--- src/rtl/inst_fetch_unit_if.sv ---
// Fetch-unit bus bundle: redirect input, L1 I-cache request/response, decode handshake.
// master = fetch unit side, slave = surrounding pipeline/cache side.
interface inst_fetch_unit_if;
    logic        redirect_valid;
    logic [31:0] redirect_pc;
    logic        inst_rreq;
    logic [31:0] inst_addr;
    logic        inst_valid;
    logic [31:0] inst_out;
    logic        id_valid;
    logic        id_ready;
    logic [31:0] id_pc;
    logic [31:0] id_inst;

    modport master (
        input  redirect_valid, redirect_pc, inst_valid, inst_out, id_ready,
        output inst_rreq, inst_addr, id_valid, id_pc, id_inst
    );

    modport slave (
        output redirect_valid, redirect_pc, inst_valid, inst_out, id_ready,
        input  inst_rreq, inst_addr, id_valid, id_pc, id_inst
    );
endinterface

--- src/rtl/inst_fetch_unit.sv ---
// Instruction fetch stage: owns the PC, issues one-at-a-time I-cache reads,
// buffers {pc, inst} pairs for decode and handles redirects (incl. in-flight drop).
// Optional: define IFETCH_PERF_CNT_EN to add saturating perf counters
// perf_fetch_cnt (accepted responses) and perf_wait_cyc (cycles spent waiting on the cache).
module inst_fetch_unit #(
    parameter logic [31:0] RESET_PC   = 32'h1C00_0000,
    parameter int unsigned IBUF_DEPTH = 4
) (
    input  logic                cpu_clk,
    input  logic                cpu_rst,
`ifdef IFETCH_PERF_CNT_EN
    output logic [31:0]         perf_fetch_cnt,
    output logic [31:0]         perf_wait_cyc,
`endif
    inst_fetch_unit_if.master   bus
);

    localparam int unsigned PTR_W = (IBUF_DEPTH > 1) ? $clog2(IBUF_DEPTH) : 1;
    localparam int unsigned CNT_W = PTR_W + 1;

    typedef enum logic [1:0] {
        S_REQ  = 2'd0,
        S_WAIT = 2'd1,
        S_GAP  = 2'd2
    } state_t;

    typedef struct packed {
        logic [31:0] pc;
        logic [31:0] inst;
    } ibuf_entry_t;

    state_t             state_q,     state_d;
    logic [31:0]        pc_q,        pc_d;
    logic               inst_rreq_q, inst_rreq_d;
    logic [31:0]        inst_addr_q, inst_addr_d;
    logic               drop_q,      drop_d;
    logic [PTR_W-1:0]   wr_ptr_q,    wr_ptr_d;
    logic [PTR_W-1:0]   rd_ptr_q,    rd_ptr_d;
    logic [CNT_W-1:0]   count_q,     count_d;
    ibuf_entry_t        ibuf_q [IBUF_DEPTH];
    ibuf_entry_t        ibuf_d [IBUF_DEPTH];
    logic               id_valid_q,  id_valid_d;
    logic [31:0]        id_pc_q,     id_pc_d;
    logic [31:0]        id_inst_q,   id_inst_d;

    logic               push_c;
    logic               pop_c;
    logic               credit_c;
    logic               outstanding_c;
    logic [31:0]        redirect_pc_c;

    // Next-state: fetch FSM, PC, redirect/drop tracking and instruction buffer.
    always_comb begin
        state_d     = state_q;
        pc_d        = pc_q;
        inst_rreq_d = 1'b0;
        inst_addr_d = inst_addr_q;
        drop_d      = drop_q;
        wr_ptr_d    = wr_ptr_q;
        rd_ptr_d    = rd_ptr_q;
        count_d     = count_q;
        ibuf_d      = ibuf_q;
        push_c      = 1'b0;
        pop_c       = id_valid_q && bus.id_ready;

        redirect_pc_c = bus.redirect_pc & ~32'h0000_0003;
        outstanding_c = (state_q == S_WAIT);
        credit_c      = (CNT_W'(count_q) + CNT_W'(outstanding_c)) < CNT_W'(IBUF_DEPTH);

        case (state_q)
            // The gap cycle already evaluates the issue rule so the registered
            // rreq lands right after the single idle cycle (3-cycle cadence).
            S_REQ, S_GAP: begin
                if (credit_c && !bus.redirect_valid) begin
                    inst_rreq_d = 1'b1;
                    inst_addr_d = pc_q;
                    state_d     = S_WAIT;
                end else begin
                    state_d     = S_REQ;
                end
            end
            S_WAIT: begin
                if (bus.inst_valid) begin
                    if (!drop_q && !bus.redirect_valid) begin
                        push_c = 1'b1;
                        pc_d   = inst_addr_q + 32'd4;
                    end
                    drop_d  = 1'b0;
                    state_d = S_GAP;
                end else if (bus.redirect_valid) begin
                    // Cache still refills from inst_addr, so keep it and discard the reply.
                    drop_d = 1'b1;
                end
            end
            default: begin
                state_d = S_REQ;
            end
        endcase

        if (bus.redirect_valid) begin
            pc_d     = redirect_pc_c;
            wr_ptr_d = '0;
            rd_ptr_d = '0;
            count_d  = '0;
        end else begin
            if (push_c) begin
                ibuf_d[wr_ptr_q] = '{pc: inst_addr_q, inst: bus.inst_out};
                wr_ptr_d         = wr_ptr_q + PTR_W'(1);
            end
            if (pop_c) begin
                rd_ptr_d = rd_ptr_q + PTR_W'(1);
            end
            count_d = count_q + CNT_W'(push_c) - CNT_W'(pop_c);
        end

        id_valid_d = (count_d != '0);
        id_pc_d    = ibuf_d[rd_ptr_d].pc;
        id_inst_d  = ibuf_d[rd_ptr_d].inst;
    end

    // State and output registers with synchronous reset.
    always_ff @(posedge cpu_clk) begin
        if (cpu_rst) begin
            state_q     <= S_REQ;
            pc_q        <= RESET_PC;
            inst_rreq_q <= 1'b0;
            inst_addr_q <= RESET_PC;
            drop_q      <= 1'b0;
            wr_ptr_q    <= '0;
            rd_ptr_q    <= '0;
            count_q     <= '0;
            for (int unsigned i = 0; i < IBUF_DEPTH; i++) begin
                ibuf_q[i] <= '0;
            end
            id_valid_q  <= 1'b0;
            id_pc_q     <= '0;
            id_inst_q   <= '0;
        end else begin
            state_q     <= state_d;
            pc_q        <= pc_d;
            inst_rreq_q <= inst_rreq_d;
            inst_addr_q <= inst_addr_d;
            drop_q      <= drop_d;
            wr_ptr_q    <= wr_ptr_d;
            rd_ptr_q    <= rd_ptr_d;
            count_q     <= count_d;
            ibuf_q      <= ibuf_d;
            id_valid_q  <= id_valid_d;
            id_pc_q     <= id_pc_d;
            id_inst_q   <= id_inst_d;
        end
    end

    assign bus.inst_rreq = inst_rreq_q;
    assign bus.inst_addr = inst_addr_q;
    assign bus.id_valid  = id_valid_q;
    assign bus.id_pc     = id_pc_q;
    assign bus.id_inst   = id_inst_q;

`ifdef IFETCH_PERF_CNT_EN
    logic [31:0] perf_fetch_cnt_q, perf_fetch_cnt_d;
    logic [31:0] perf_wait_cyc_q,  perf_wait_cyc_d;

    // Saturating counters: accepted responses and cycles waiting on the cache.
    always_comb begin
        perf_fetch_cnt_d = perf_fetch_cnt_q;
        perf_wait_cyc_d  = perf_wait_cyc_q;
        if (push_c && (perf_fetch_cnt_q != 32'hFFFF_FFFF)) begin
            perf_fetch_cnt_d = perf_fetch_cnt_q + 32'd1;
        end
        if (outstanding_c && (perf_wait_cyc_q != 32'hFFFF_FFFF)) begin
            perf_wait_cyc_d = perf_wait_cyc_q + 32'd1;
        end
    end

    // Perf counter registers.
    always_ff @(posedge cpu_clk) begin
        if (cpu_rst) begin
            perf_fetch_cnt_q <= '0;
            perf_wait_cyc_q  <= '0;
        end else begin
            perf_fetch_cnt_q <= perf_fetch_cnt_d;
            perf_wait_cyc_q  <= perf_wait_cyc_d;
        end
    end

    assign perf_fetch_cnt = perf_fetch_cnt_q;
    assign perf_wait_cyc  = perf_wait_cyc_q;
`endif

endmodule

--- src/flat_wrapper.sv ---
// flat-port wrapper written by rule: the top's interface ports become plain ports
module inst_fetch_unit_flat 
#(
    parameter logic [31:0] RESET_PC   = 32'h1C00_0000,
    parameter int unsigned IBUF_DEPTH = 4
)
  (cpu_clk, cpu_rst, bus_redirect_valid, bus_redirect_pc, bus_inst_valid, bus_inst_out, bus_id_ready, bus_inst_rreq, bus_inst_addr, bus_id_valid, bus_id_pc, bus_id_inst);
  inst_fetch_unit_if bus_i ();
  input  logic cpu_clk;
  input  logic cpu_rst;
  input wire logic [$bits(bus_i.redirect_valid)-1:0] bus_redirect_valid;
  input wire logic [$bits(bus_i.redirect_pc)-1:0] bus_redirect_pc;
  input wire logic [$bits(bus_i.inst_valid)-1:0] bus_inst_valid;
  input wire logic [$bits(bus_i.inst_out)-1:0] bus_inst_out;
  input wire logic [$bits(bus_i.id_ready)-1:0] bus_id_ready;
  output wire logic [$bits(bus_i.inst_rreq)-1:0] bus_inst_rreq;
  output wire logic [$bits(bus_i.inst_addr)-1:0] bus_inst_addr;
  output wire logic [$bits(bus_i.id_valid)-1:0] bus_id_valid;
  output wire logic [$bits(bus_i.id_pc)-1:0] bus_id_pc;
  output wire logic [$bits(bus_i.id_inst)-1:0] bus_id_inst;
  assign bus_i.redirect_valid = bus_redirect_valid;
  assign bus_i.redirect_pc = bus_redirect_pc;
  assign bus_i.inst_valid = bus_inst_valid;
  assign bus_i.inst_out = bus_inst_out;
  assign bus_i.id_ready = bus_id_ready;
  assign bus_inst_rreq = bus_i.inst_rreq;
  assign bus_inst_addr = bus_i.inst_addr;
  assign bus_id_valid = bus_i.id_valid;
  assign bus_id_pc = bus_i.id_pc;
  assign bus_id_inst = bus_i.id_inst;
  inst_fetch_unit #(.RESET_PC(RESET_PC), .IBUF_DEPTH(IBUF_DEPTH)) u_core (.cpu_clk(cpu_clk), .cpu_rst(cpu_rst), .bus(bus_i));
endmodule
--- config.mk ---
export PLATFORM = sky130hd
export DESIGN_NAME = inst_fetch_unit_flat
export DESIGN_NICKNAME = d
export VERILOG_FILES = /design/src/rtl/inst_fetch_unit_if.sv /design/src/rtl/inst_fetch_unit.sv /design/src/flat_wrapper.sv
export SDC_FILE = /design/constraint.sdc
export NUM_CORES = 1
export LEC_CHECK = 0
export BUFFER_PORTS_ARGS = -buffer_cell sky130_fd_sc_hd__buf_4
export CORE_MARGIN = 2
export CORE_UTILIZATION = 45
export CTS_CLUSTER_SIZE = 20
export DETAILED_ROUTE_END_ITERATION = 12
export GPL_TIMING_DRIVEN = 1
export PLACE_DENSITY = 0.71
export REMOVE_ABC_BUFFERS = 1
export SETUP_SLACK_MARGIN = 0.05
export SLEW_MARGIN = 20
export SYNTH_ARGS = -nofsm -noshare
export SYNTH_HDL_FRONTEND = slang
export SYNTH_SLANG_ARGS = --single-unit
--- constraint.sdc ---
create_clock -name cpu_clk -period 2.6 [get_ports cpu_clk]
set_input_delay 0.52 -clock cpu_clk [delete_from_list [all_inputs] [get_ports cpu_clk]]
set_output_delay 0.52 -clock cpu_clk [all_outputs]
set_load 0.05 [all_outputs]
After elaboration in Yosys (flattened, before gate mapping)

Cells that the tools add are included.

Memories: 0
Memory bits (writable): 0
Latch bits: 0
ROM bits: 0
Register bits: 396
Bits of input ports: 69
Word-level logic and storage cells: 78
Output and inout bits: 98

Multiplexer cells: 24
Shift operators: 0
Divide/modulo/power cells: 0
Multipliers: 0
Equal/unequal tests: 3
Add/sub/neg operators: 6
Bitwise operators: 3
$lt $le $gt $ge: 4
Reductions and logical operators: 18

Operators by type and width:

| operator              | count |
|---|---|
| $mux 256              | 2 |
| $bwmux 256            | 1 |
| $mux 64               | 3 |
| $bmux 64 s2           | 1 |
| $demux 64 s2          | 1 |
| $mux 32               | 4 |
| $add 32x3->32 const B | 1 |
| $mux 1                | 7 |
| $add 3x1->3           | 2 |
| $ge 3x3->1 const B    | 2 |
| $mux 2                | 3 |
| $not 2->3             | 2 |
| $reduce_and 3->1      | 2 |
| $reduce_bool 2->1     | 3 |
| $reduce_or 2->1       | 3 |
| $add 2x1->2 const B   | 2 |
| $logic_and 1x1->1     | 4 |
| $pmux 2 s2            | 1 |
| $reduce_and 2->1      | 2 |
| $lt 3x1->1 const B    | 1 |
| $lt 3x3->1 const B    | 1 |
| $mux 3                | 1 |
| $reduce_bool 3->1     | 1 |
| $sub 3x1->3           | 1 |
| 6 further kinds       | 7 |

Longest topological paths before layout

Depth in word-level cells: 11
Gate-level depth with buffers: 11

Worst setup path before layout

No wires, ideal clock.

Path type: reg-to-reg
From: reg u_core.id_valid_q (netlist: u_core.bus.id_valid)
To: reg u_core.id_valid_q (netlist: u_core.bus.id_valid)
Cell stages (with the launch flop): 11
Slack: 167 ps
Arrival time: 2306 ps
Path buffers: 0
Data required time: 2473 ps
Clock period less this slack: 2433 ps
Cells stage by stage: dfxtp_1 -> and2_1 -> ha_1 -> inv_1 -> ha_1 -> inv_1 -> fa_1 -> xor2_1 -> xnor2_1 -> nor2_1 -> or3_1

Cells in the longest elaborated chain, start to end: 4

RTL lines:

| what                   | line                   | source |
|---|---|---|
| from (decl)            | inst_fetch_unit.sv:42  | `logic id_valid_q, id_valid_d;` |
| from (signal assigned) | inst_fetch_unit.sv:148 | `id_valid_q <= id_valid_d;` |
| $logic_and 1x1->1      | inst_fetch_unit.sv:64  | `pop_c = id_valid_q && bus.id_ready;` |
| $sub 3x1->3            | inst_fetch_unit.sv:113 | `count_d = count_q + CNT_W'(push_c) - CNT_W'(pop_c);` |
| $mux 3                 | inst_fetch_unit.sv:100 | `if (bus.redirect_valid) begin` |
| $reduce_bool 3->1      | inst_fetch_unit.sv:116 | `id_valid_d = (count_d != '0);` |

No other way between the ends.
A chain may end at the register's enable or synchronous reset.

Worst setup path after layout

From: reg u_core.state_q[0]
To: reg u_core.id_pc_q[10] (netlist: u_core.bus.id_pc[10])

Cells in the longest elaborated chain, start to end: 7

RTL lines:

| what                   | line                   | source |
|---|---|---|
| from (decl)            | inst_fetch_unit.sv:32  | `state_t state_q, state_d;` |
| from (signal assigned) | inst_fetch_unit.sv:139 | `state_q <= state_d;` |
| $eq 2x1->1             | inst_fetch_unit.sv:70  | `case (state_q)` |
| $mux 1                 | inst_fetch_unit.sv:70  |  |
| $mux 256               | inst_fetch_unit.sv:106 | `if (push_c) begin` |
| $mux 256               | inst_fetch_unit.sv:100 |  |
| $bmux 64 s2            | inst_fetch_unit.sv:117 | `id_pc_d = ibuf_d[rd_ptr_d].pc;` |
| $mux 64 (2 in a row)   | -                      |  |
| to (signal assigned)   | inst_fetch_unit.sv:149 | `id_pc_q <= id_pc_d;` |
| to (decl)              | inst_fetch_unit.sv:43  | `logic [31:0] id_pc_q, id_pc_d;` |

No other way between the ends. The select of a mux whose other input is x is not followed.

==> summary.txt <==
Yosys
  – Largest cells by area after synthesis: dfxtp_1, nand2_1, a21oi_1
  – Largest family of logic cells by synthesized area: simple AND/OR/NAND/NOR gates
  – Largest area contributor in the synthesized netlist: dfxtp_1
  – Fraction of the mapped netlist area in simple logic gates: a little under 30%
  – Share of the yosys chip area belonging to registers: 41.7%
  – Commonest register cell after synthesis: dfxtp_1
  – Xor and xnor fraction of the mapped netlist area: 1.38%
  – Seq cells post-synth: approximately 400
  – Number of enable flip-flop cells after synthesis: 0
  – Count of mapped cells out of synthesis: 2539
  – Most common library cells after synthesis: nand2_1, dfxtp_1, a21oi_1, nor3_1, clkbuf_1
  – Share of the synthesized area in the top cell type: a little over two fifths
  – Synthesized cell area: 19000 um^2
  – Number of unique standard cell types used by synthesis: 53
  – Proportion of register bits with asynchronous set or reset after synthesis: 0%
  – Fraction of the mapped netlist area in compound gates: 18.5%
  – Cell with the most instances after synthesis: nand2_1
  – Share of cell area taken by muxes after synthesis: less than 1%
  – Mean instance size in the synthesized netlist: 7.50 um^2
  – Number of warnings printed during yosys synthesis: 0
  – Post-Synth Adder-Cell Area: 0.565%

GRT
  – Vias in the first global route: 18500
  – Number of antenna violations at the first check in global routing: 3
  – Maximum number of pins on one net before global-route repair: 220
  – Total gr overflow: 0
  – Tot GR Track Use: a little over a quarter
  – Wire length of the first global-routing pass: 96300 um

Clock tree
  – Clock transition at the register clock pins on the worst setup and hold paths after CTS: 70 ps
  – Clock root buffer: clkbuf_16
  – # Post-CTS Setup Buffers: 0
  – Maximum clock path buffer count: 3
  – Worst-Skew Late Latency: 580 ps
  – Cts repair resizes: 0
  – CTS hold repair buffers: 0
  – CTS H-tree lvls: 2
  – TritonCTS Buffers: 44
  – CTS tree: done
  – CTS Sinks: 396

Critical path
  – Crit path cell chain: and4bb_1, buf_4, and3_4, buf_12, nor3_1, o311a_1, o211ai_1
  – Highest fanout seen on the critical path: 50
  – Crit path required time: 3030 ps
  – Crit Reg-Reg Endpoint: u_core.bus.id_pc[10]
  – Crit path kind: flop to flop
  – Setup crit start kind: flop
  – Type of element capturing the critical path: flop
  – Largest stage delay on the critical path: 390 ps
  – Register-to-Register Setup Slack: between 200 and 250 ps
  – Depth of the worst register-to-register path: 7
  – Crit path from: u_core.state_q[0]
  – Critical-path cell with the highest stage delay: dfxtp_1
  – Worst reg2reg path startpoint: u_core.state_q[0]
  – Endpoint arrival time on the critical path: 2800 ps
  – Critical path capture point: u_core.bus.id_pc[10]

Placed design
  – Total placed cells including tap cells: between 3000 and 4000
  – Buffers added on ports: 164
  – GPL Wtd Cong: 0.834
  – Post-detail-place hpwl: 35100 um
  – Setup slack at placement: 55.4 ps
  – Area after detailed placement: 21100 um^2

Power and ir drop
  – Largest voltage drop on the vdd net: 504 uV
  – Total power of the final layout: 13.4 mW
  – Power Density: 593 nW/um^2
  – Standby leakage power: between 7 and 8 nW

Cells and area
  – Non-Filler Cell Area, Final: roughly 23000 um^2
  – Share of final-layout standard cells stronger than drive strength 1: between 10% and 20%
  – Net total in the final layout: 2654
  – Final core utilization: 53.9%
  – Non-filler cells in the finished layout: 3153
  – P&R area growth vs syn: 18.4%

Floorplanning
  – Initial core utilization: between 40% and 50%
  – Core Box Area: 41900 um^2
  – Num rows: 75
  – Number of placed I/O pins: 167
  – Full die area: 44000 um^2
  – Die X-Extent: 210 um
  – Chip height: 210 um

STA
  – Minimum setup slack in the final design: 223 ps
  – Achievable Freq: 0.421 GHz
  – Final Hold Viols: 0
  – Worst-case hold slack: between 150 and 200 ps
  – Part of the cycle the worst path needs: 91.4%
  – Final Critical Period: 2380 ps
  – Normalized max-slew margin: 24.4%
  – Post-Route Skew: 22.2 ps
  – Setup repair after global routing missed its margin: false
  – Sum of negative setup slack: 0 ps
  – Max Transition Viols Final: 0
  – Final setup violation count: 0
  – Slew at the pin closest to its max-slew limit: around 1100 ps

Route
  – Wire length per cell after detailed routing: 19.0 um
  – Vias: 19100
  – Iteration-0 DRC Markers: about 1900
  – Vias per cell: 6.05
  – Total wire length after detailed routing: 59800 um
  – Residual DRC count: 0
  – ANT nets after route: 0
  – Pre-antenna DRT Iters: 7

Job
  – Number of max-capacitance violations reported: 0

Status
  – Run status: completed

Min path
  – Worst min-delay path class: primary input to flop
-- report_power, final --
group	internal (mW)	switching (mW)
sequential	6.16	0.0721
clock	3.63	2.56
combinational	0.313	0.628
total	10.1	3.26
-- kinds of logic (layout without fill, tap and decap cells) --
family	after synthesis	in the layout
AND/OR/NAND/NOR	1214	1214
AO/OA/AOI/OAI	547	547
flip-flops	396	396
buffers and inverters	342	414
XOR/XNOR	30	30
adder cells (fa/ha/maj)	8	8
multiplexers	2	2
other	0	3
-- critical path: cells and delay by family, from the launching register on --
family                 cells  cell delay (ps)
AOI/OAI and AO/OA          2              690
buffers and inverters      2              470
DFF                        1              390
and+or+nand+nor            3              650
-- cell usage in the layout, fill, tap and decap left out, types with 3 or more instances in the layout --
master,count
a211o_1,3
a211oi_1,4
a21oi_1,314
a32oi_1,64
and3_1,21
and3_4,5
and4_1,3
buf_12,42
buf_4,219
clkbuf_1,9
clkbuf_16,45
clkbuf_8,12
clkinv_2,9
dfxtp_1,396
diode_2,3
ha_1,7
inv_1,71
nand2_1,588
nand3_1,137
nand4_1,6
nor2_1,29
nor2b_1,66
nor3_1,263
nor4_1,9
o211ai_1,66
o21ai_0,3
o22ai_1,20
o311a_1,64
or3_1,3
or4_1,64
xnor2_1,29
-- how the worst min path moves through the flow --
stage / start / endpoint / depth (start not counted)
finish: bus_redirect_pc[2] / u_core.pc_q[2] / 3
global route: bus_redirect_pc[2] / u_core.pc_q[2] / 3
CTS: bus_redirect_pc[2] / u_core.pc_q[2] / 3
detailed placement: u_core.pc_q[31] / u_core.bus.inst_addr[31] / 2
global placement: u_core.pc_q[30] / u_core.bus.inst_addr[30] / 2
floorplan: u_core.pc_q[12] / u_core.bus.inst_addr[12] / 2
-- sequential cells by signal, indices dropped and copies added (netlist names) --
register / count
u_core.count_q: 3
u_core.bus.inst_addr: 32
u_core.pc_q: 32
u_core.bus.id_inst: 32
u_core.state_q: 2
u_core.wr_ptr_q: 2
u_core.bus.inst_rreq: 1
u_core.bus.id_valid: 1
u_core.rd_ptr_q: 2
u_core.drop_q: 1
u_core.bus.id_pc: 32
u_core.ibuf_q: 256
-- metal layers --
layer  part of all wire [%]  global-route usage, %  vias up
met5                      0                      0        -
met4                    3.2                   10.9        0
met3                    8.1                   4.23      153
met2                     47                   44.6      867
met1                     42                   34.6     9072
li1                       -                      -     8987
-- area by class of cell --
| class | count | area (um^2) |
|---|---|---|
| diodes | 3 | 7.51 |
| flip-flops and latches | 396 | 7930 |
| repair buffers | 262 | 2500 |
| multi-input cells | 1801 | 9720 |
| clock buffers | 66 | 1330 |
| fillers | 3893 | 19300 |
| inverters | 72 | 270 |
| well taps | 539 | 674 |
| clock inverters | 14 | 116 |
Note: power is estimated with default switching activity, not from simulation.
